[src/rtl/ldtu_pkg.sv]
// ldtu_pkg: definitions shared by the LiTe-DTU iFIFO datapath and the
// gain-selection controller.
//   - gain_mode_e  : GAIN_SEL_MODE encodings
//   - gain_state_e : gain-selection FSM state encoding (readable as state_dbg)
//   - DEF_WIN_* / DEF_REF_OFS_* : default hold windows and look-ahead offsets
//   - is_g1()      : states in which the x1 sample is transmitted
package ldtu_pkg;

    typedef enum logic [1:0] {
        MODE_AUTO8     = 2'b00,
        MODE_AUTO16    = 2'b01,
        MODE_FORCE_G10 = 2'b10,
        MODE_FORCE_G1  = 2'b11
    } gain_mode_e;

    typedef enum logic [1:0] {
        ST_AUTO_G10  = 2'b00,
        ST_AUTO_G1   = 2'b01,
        ST_FORCE_G10 = 2'b10,
        ST_FORCE_G1  = 2'b11
    } gain_state_e;

    localparam int unsigned DEF_WIN_SHORT     = 8;
    localparam int unsigned DEF_WIN_LONG      = 16;
    localparam int unsigned DEF_REF_OFS_SHORT = 3;
    localparam int unsigned DEF_REF_OFS_LONG  = 5;

    function automatic logic is_g1(input gain_state_e st);
        return (st == ST_AUTO_G1) || (st == ST_FORCE_G1);
    endfunction

endpackage

[src/rtl/ldtu_sat_counter.sv]
// ldtu_sat_counter: up-counter that sticks at all-ones, with synchronous clear.
//   clk_i  : clock
//   rst_i  : synchronous active-high reset (highest priority)
//   clr_i  : synchronous clear; overrides a simultaneous increment
//   inc_i  : count enable
//   cnt_o  : current count
module ldtu_sat_counter #(
    parameter int unsigned WIDTH = 16
) (
    input  logic             clk_i,
    input  logic             rst_i,
    input  logic             clr_i,
    input  logic             inc_i,
    output logic [WIDTH-1:0] cnt_o
);

    logic [WIDTH-1:0] cnt_q;

    always_ff @(posedge clk_i) begin
        if (rst_i) begin
            cnt_q <= '0;
        end else if (clr_i) begin
            cnt_q <= '0;
        end else if (inc_i && (cnt_q != '1)) begin
            cnt_q <= cnt_q + 1'b1;
        end
    end

    assign cnt_o = cnt_q;

endmodule

[src/rtl/ldtu_gain_sel_ctrl.sv]
// ldtu_gain_sel_ctrl: gain-selection controller for the LiTe-DTU input FIFO.
// Decides each cycle whether the x10 or x1 sample is transmitted, using the
// x10 look-ahead saturation flag, a hold window and the slow-control mode.
//   CLK           : clock
//   reset         : synchronous active-high reset
//   GAIN_SEL_MODE : 00 auto/short, 01 auto/long, 10 force x10, 11 force x1
//   ref_sat       : x10 reference sample saturated (from datapath)
//   cnt_clr       : clear both telemetry counters
//   sel_g1        : 1 = transmit x1 sample
//   ref_ofs       : look-ahead offset for the datapath reference pointer
//   gain_switch   : one-cycle pulse when sel_g1 changes
//   sat_events    : count of AUTO_G10 -> AUTO_G1 entries (saturating)
//   g1_cycles     : count of cycles with sel_g1 = 1 (saturating)
//   state_dbg     : FSM state encoding
module ldtu_gain_sel_ctrl
    import ldtu_pkg::*;
#(
    parameter int unsigned WIN_SHORT     = DEF_WIN_SHORT,
    parameter int unsigned WIN_LONG      = DEF_WIN_LONG,
    parameter int unsigned REF_OFS_SHORT = DEF_REF_OFS_SHORT,
    parameter int unsigned REF_OFS_LONG  = DEF_REF_OFS_LONG,
    parameter int unsigned NBITS_WIN     = 5,
    parameter int unsigned NBITS_EVT     = 16
) (
    input  logic                 CLK,
    input  logic                 reset,
    input  logic [1:0]           GAIN_SEL_MODE,
    input  logic                 ref_sat,
    input  logic                 cnt_clr,
    output logic                 sel_g1,
    output logic [2:0]           ref_ofs,
    output logic                 gain_switch,
    output logic [NBITS_EVT-1:0] sat_events,
    output logic [NBITS_EVT-1:0] g1_cycles,
    output logic [1:0]           state_dbg
);

    localparam logic [NBITS_WIN-1:0] WSHORT_M1 = NBITS_WIN'(WIN_SHORT - 1);
    localparam logic [NBITS_WIN-1:0] WLONG_M1  = NBITS_WIN'(WIN_LONG - 1);
    localparam logic [2:0]           OFS_SHORT = 3'(REF_OFS_SHORT);
    localparam logic [2:0]           OFS_LONG  = 3'(REF_OFS_LONG);

    gain_mode_e           mode_q;
    gain_state_e          state_q, state_d;
    logic [NBITS_WIN-1:0] hold_q, hold_d;
    logic [NBITS_WIN-1:0] win_m1;
    logic                 sel_q, sel_d;
    logic                 gsw_q;
    logic [2:0]           ref_ofs_q;
    logic                 sat_inc;

    always_comb begin
        win_m1  = (mode_q == MODE_AUTO16) ? WLONG_M1 : WSHORT_M1;
        state_d = state_q;
        hold_d  = hold_q;
        sat_inc = 1'b0;

        case (mode_q)
            MODE_FORCE_G10: begin
                state_d = ST_FORCE_G10;
                hold_d  = '0;
            end
            MODE_FORCE_G1: begin
                state_d = ST_FORCE_G1;
                hold_d  = '0;
            end
            default: begin
                if (state_q == ST_AUTO_G1) begin
                    if (ref_sat) begin
                        // Retrigger: window restarts from the latest saturation.
                        hold_d = win_m1;
                    end else if (hold_q > win_m1) begin
                        // Window shrank (long -> short): clamp, keep x1 this cycle.
                        hold_d = win_m1;
                    end else if (hold_q == '0) begin
                        state_d = ST_AUTO_G10;
                    end else begin
                        hold_d = hold_q - 1'b1;
                    end
                end else begin
                    // AUTO_G10, or leaving a forced state: evaluated as AUTO_G10.
                    if (ref_sat) begin
                        state_d = ST_AUTO_G1;
                        hold_d  = win_m1;
                        sat_inc = 1'b1;
                    end else begin
                        state_d = ST_AUTO_G10;
                        hold_d  = '0;
                    end
                end
            end
        endcase

        sel_d = is_g1(state_d);
    end

    always_ff @(posedge CLK) begin
        if (reset) begin
            mode_q    <= MODE_AUTO8;
            state_q   <= ST_AUTO_G10;
            hold_q    <= '0;
            sel_q     <= 1'b0;
            gsw_q     <= 1'b0;
            ref_ofs_q <= OFS_SHORT;
        end else begin
            mode_q    <= gain_mode_e'(GAIN_SEL_MODE);
            state_q   <= state_d;
            hold_q    <= hold_d;
            sel_q     <= sel_d;
            gsw_q     <= sel_d ^ sel_q;
            ref_ofs_q <= (mode_q == MODE_AUTO16) ? OFS_LONG : OFS_SHORT;
        end
    end

    ldtu_sat_counter #(.WIDTH(NBITS_EVT)) u_sat_events (
        .clk_i (CLK),
        .rst_i (reset),
        .clr_i (cnt_clr),
        .inc_i (sat_inc),
        .cnt_o (sat_events)
    );

    // Counts the registered output, so it trails sel_g1 by one cycle.
    ldtu_sat_counter #(.WIDTH(NBITS_EVT)) u_g1_cycles (
        .clk_i (CLK),
        .rst_i (reset),
        .clr_i (cnt_clr),
        .inc_i (sel_q),
        .cnt_o (g1_cycles)
    );

    assign sel_g1      = sel_q;
    assign gain_switch = gsw_q;
    assign ref_ofs     = ref_ofs_q;
    assign state_dbg   = state_q;

endmodule

[config.mk]
export PLATFORM = sky130hd
export DESIGN_NAME = ldtu_gain_sel_ctrl
export DESIGN_NICKNAME = d
export VERILOG_FILES = /design/src/rtl/ldtu_pkg.sv /design/src/rtl/ldtu_sat_counter.sv /design/src/rtl/ldtu_gain_sel_ctrl.sv
export SDC_FILE = /design/constraint.sdc
export NUM_CORES = 1
export LEC_CHECK = 0
export BUFFER_PORTS_ARGS = -buffer_cell sky130_fd_sc_hd__buf_4
export CAP_MARGIN = 40
export CELL_PAD_IN_SITES_DETAIL_PLACEMENT = 0
export CELL_PAD_IN_SITES_GLOBAL_PLACEMENT = 2
export CORE_MARGIN = 1.5
export CORE_UTILIZATION = 36
export CTS_BUF_LIST = sky130_fd_sc_hd__clkbuf_4 sky130_fd_sc_hd__clkbuf_8
export CTS_CLUSTER_SIZE = 28
export DETAILED_ROUTE_END_ITERATION = 8
export HOLD_SLACK_MARGIN = 0.08
export PLACE_DENSITY_LB_ADDON = 0.1
export SYNTH_ARGS = -nofsm -noshare
export SYNTH_HDL_FRONTEND = slang
export SYNTH_SLANG_ARGS = --single-unit
[constraint.sdc]
create_clock -name CLK -period 4.6 [get_ports CLK]
set_input_delay 0.69 -clock CLK [delete_from_list [all_inputs] [get_ports CLK]]
set_output_delay 0.69 -clock CLK [all_outputs]
set_load 0.005 [all_outputs]
==> results.ini <==
[outcome]
outcome = finished clean

[route]
postRouteAntennaNets = 0
first_pass_iters = 4
wl_per_cell_um = 15.08
first_iter_violations = 72
drc_errors = 0
vias_per_cell = 5.709
wirelength_mm = 5.805
vias = 2198

[die]
core_area_um2 = 6026
die_area_um2 = 6834
die_width_um = 82.67
io_pins = 45
die_y_um = 82.67
rows = 28
start_util = 0.3792

[synthesis]
ys_warn_count = 0
ys.flop_type = dfxtp_1
synth_edf_count = 0
synth_area_leaders = dfxtp_1 (39%), a21oi_1 (5.0%), nor2_1 (3.5%)
synth_top_area_frac = 0.3855
syn-num-nets = 281
synth_cells = 269
synth_seq_cells = 44
synth_top_cell_by_area = dfxtp_1
syn_area_um2 = 2285
synth_seq_area_share = 0.3855
async_reset_ff_frac = 0
synth.avg_cell_area_um2 = 8.493
synth.distinct_cells = 52

[clocking]
clkLatencyLatePin_ns = 0.30
cts_made_buffers = 5
cts_sinks = 44
cts_resized = 0
cts_tree = done
clkTransAtPathRegs_ns = 0.08
ctsHoldBuffers = 0
cts_root_buf = clkbuf_8
htree_levels = 2
clk_path_buf_depth = 2
post_cts_buffers = 0

[power_and_ir_drop]
powerDensity_nw_per_um2 = 264.4
p_leak_nw = 1.004
fin_total_pwr_uw = 721.9
ir_worst_vdd_mv = 0.1166

[critical_path]
critPathArrivalTime_ns = 2.20
worst-setup-path-type = reg2reg
regToRegStartpoint = hold_q[0]
r2r_cells = 6
worstPathMaxFanout = 5
cp.required_ns = 4.80
cp-start-kind = flop
r2r_end = gain_switch
rrSetupSlack_ns = 2.60
cp-end-kind = flop

[timing]
fmax_mhz = 500.3
fin_skew_ns = 0.007326
fin_crit_ns = 1.999
min_period_over_period = 0.4346
rsz0062_at_grt = false
final_max_slew_viol_count = 0
finalSetupTns_ns = 0
timing.slew.headroom = 0.4168
setup_viol = 0
finalHoldViolCount = 0
fin_ws_ns = 2.601
worstMarginPinSlew_ns = 0.8669

[placement]
gp_congestion = 0.7725
place_hpwl_mm = 4.125
placed_cells = 377
dpl-instance-area_um2 = 2638
portBuffers = 43
pre_cts_slack_ns = 2.465

[cells_and_area]
syn_to_final_growth_pct = 19.50
diodes = 0
drive_above_1_share = 0.2161
fin_cells = 385
final_area_um2 = 2730
nets = 321
final.fill_count = 621

[grt]
grt_overflow = 0
antenna_found_initial = 0
grtUsageTotal = 0.1794
grt_pass1_wl_mm = 9.280
grt_max_degree = 26
grt_pass1_vias = 1924

[flow_run]
maxCapViolCount = 0

[worst_hold_path]
hp-class = reg2reg
min_to = ref_ofs[1]
hold_start = mode_q[0]
holdPathStages = 1

==> cell usage after synthesis, drive strengths merged (2+ instances only) <==
library cell and instances:
a211oi 3, a21oi 23, a2bb2oi 2, a31o 2, a31oi 3, a41o 2
and3 4, and4 3, buf 6, clkbuf 5, dfxtp 44, ha 6
inv 8, mux2 2, mux2i 3, nand2 19, nand2b 2, nand3 14
nand3b 2, nand4 10, nand4b 2, nor2 21, nor2b 5, nor3 8
nor4 9, o21ai 12, o311ai 2, o31a 2, o31ai 9, o41ai 3
or2 2, or3 9, or3b 2, or4 9
==> registers in the layout, indices dropped and copies added (netlist names) <==
register            cells
u_sat_events.cnt_o     16
u_g1_cycles.cnt_o      16
mode_q                  2
gain_switch             1
hold_q                  5
sel_g1                  1
ref_ofs                 2
state_dbg               1
==> cell families (layout without fill, tap and decap cells) <==
logic type | after synthesis | count (layout) | share of synthesized area
muxes | 5 | 5 | 0.02300
AOI/OAI and AO/OA | 69 | 69 | 0.1983
other | 1 | 1 | 0.001641
and+or+nand+nor | 123 | 123 | 0.3061
buffers and inverters | 20 | 61 | 0.04874
adders and majority gates | 6 | 6 | 0.03286
xor gates and xnor gates | 1 | 1 | 0.003834
DFF | 44 | 44 | 0.3855
==> through the flow <==
step / utilization / hold WS (ns)
after floorplan: - / 0.4109
after global placement: 0.4348 / 0.4635
after detailed placement: 0.4377 / 0.4633
after CTS: 0.4531 / 0.4833
after global routing: 0.4531 / 0.5043
final: 0.4531 / 0.4731
==> placed cells by master (no fill, tap or decap), types with 4 or more instances in the layout <==
cell      count
nor2_1       21
o31ai_1       9
or4_1         9
a21oi_1      23
ha_1          6
nand4_1       9
dfxtp_1      44
o21ai_0      12
nor4_1        8
nor3_1        8
nand3_1      14
and3_1        4
buf_4        44
nand2_1      19
inv_1         8
clkbuf_8      6
nor2b_1       4
or3_1         8
==> layout make-up <==
type,count,area [um2],area share
Clock buffer,6,82.58,0.03025
Multi-Input combinational cell,205,1292,0.4734
Inverter,8,30.03,0.01100
Tap cell,75,93.84,0.03437
Timing Repair Buffer,45,340.3,0.1247
Clock inverter,2,10.01,0.003666
Sequential cell,44,880.8,0.3226
==> critical path, cell delays in order (launching register included) <==
cell	delay (ns)
dfxtp_1	0.36
inv_1	0.09
ha_1	0.20
or3b_2	0.51
nor4_1	0.19
o31a_1	0.20
mux2_2	0.33
==> layer usage <==
metal | track usage | wire length, um
met1 | 0.2492 | 2918
met2 | 0.2780 | 2579
met3 | 0.02967 | 224
met4 | 0.06500 | 83
met5 | 0 | 0
==> worst max path at each step <==
stage                                  end                  start  cells after the start
floorplan            u_sat_events.cnt_o[4]                ref_sat                      5
detailed placement  u_sat_events.cnt_o[11]                ref_sat                      5
global route         u_sat_events.cnt_o[6]  u_sat_events.cnt_o[4]                      4
global placement     u_sat_events.cnt_o[1]                  reset                      5
finish                         gain_switch              hold_q[0]                      6
CTS                 u_sat_events.cnt_o[14]  u_sat_events.cnt_o[0]                      5
==> power breakdown <==
part | switching, mW | internal, mW | total, mW
Sequential | 0.0103 | 0.389 | 0.399
Combinational | 0.0339 | 0.0316 | 0.0656
Clock | 0.137 | 0.120 | 0.257
Note: power is estimated with default switching activity, not from simulation.
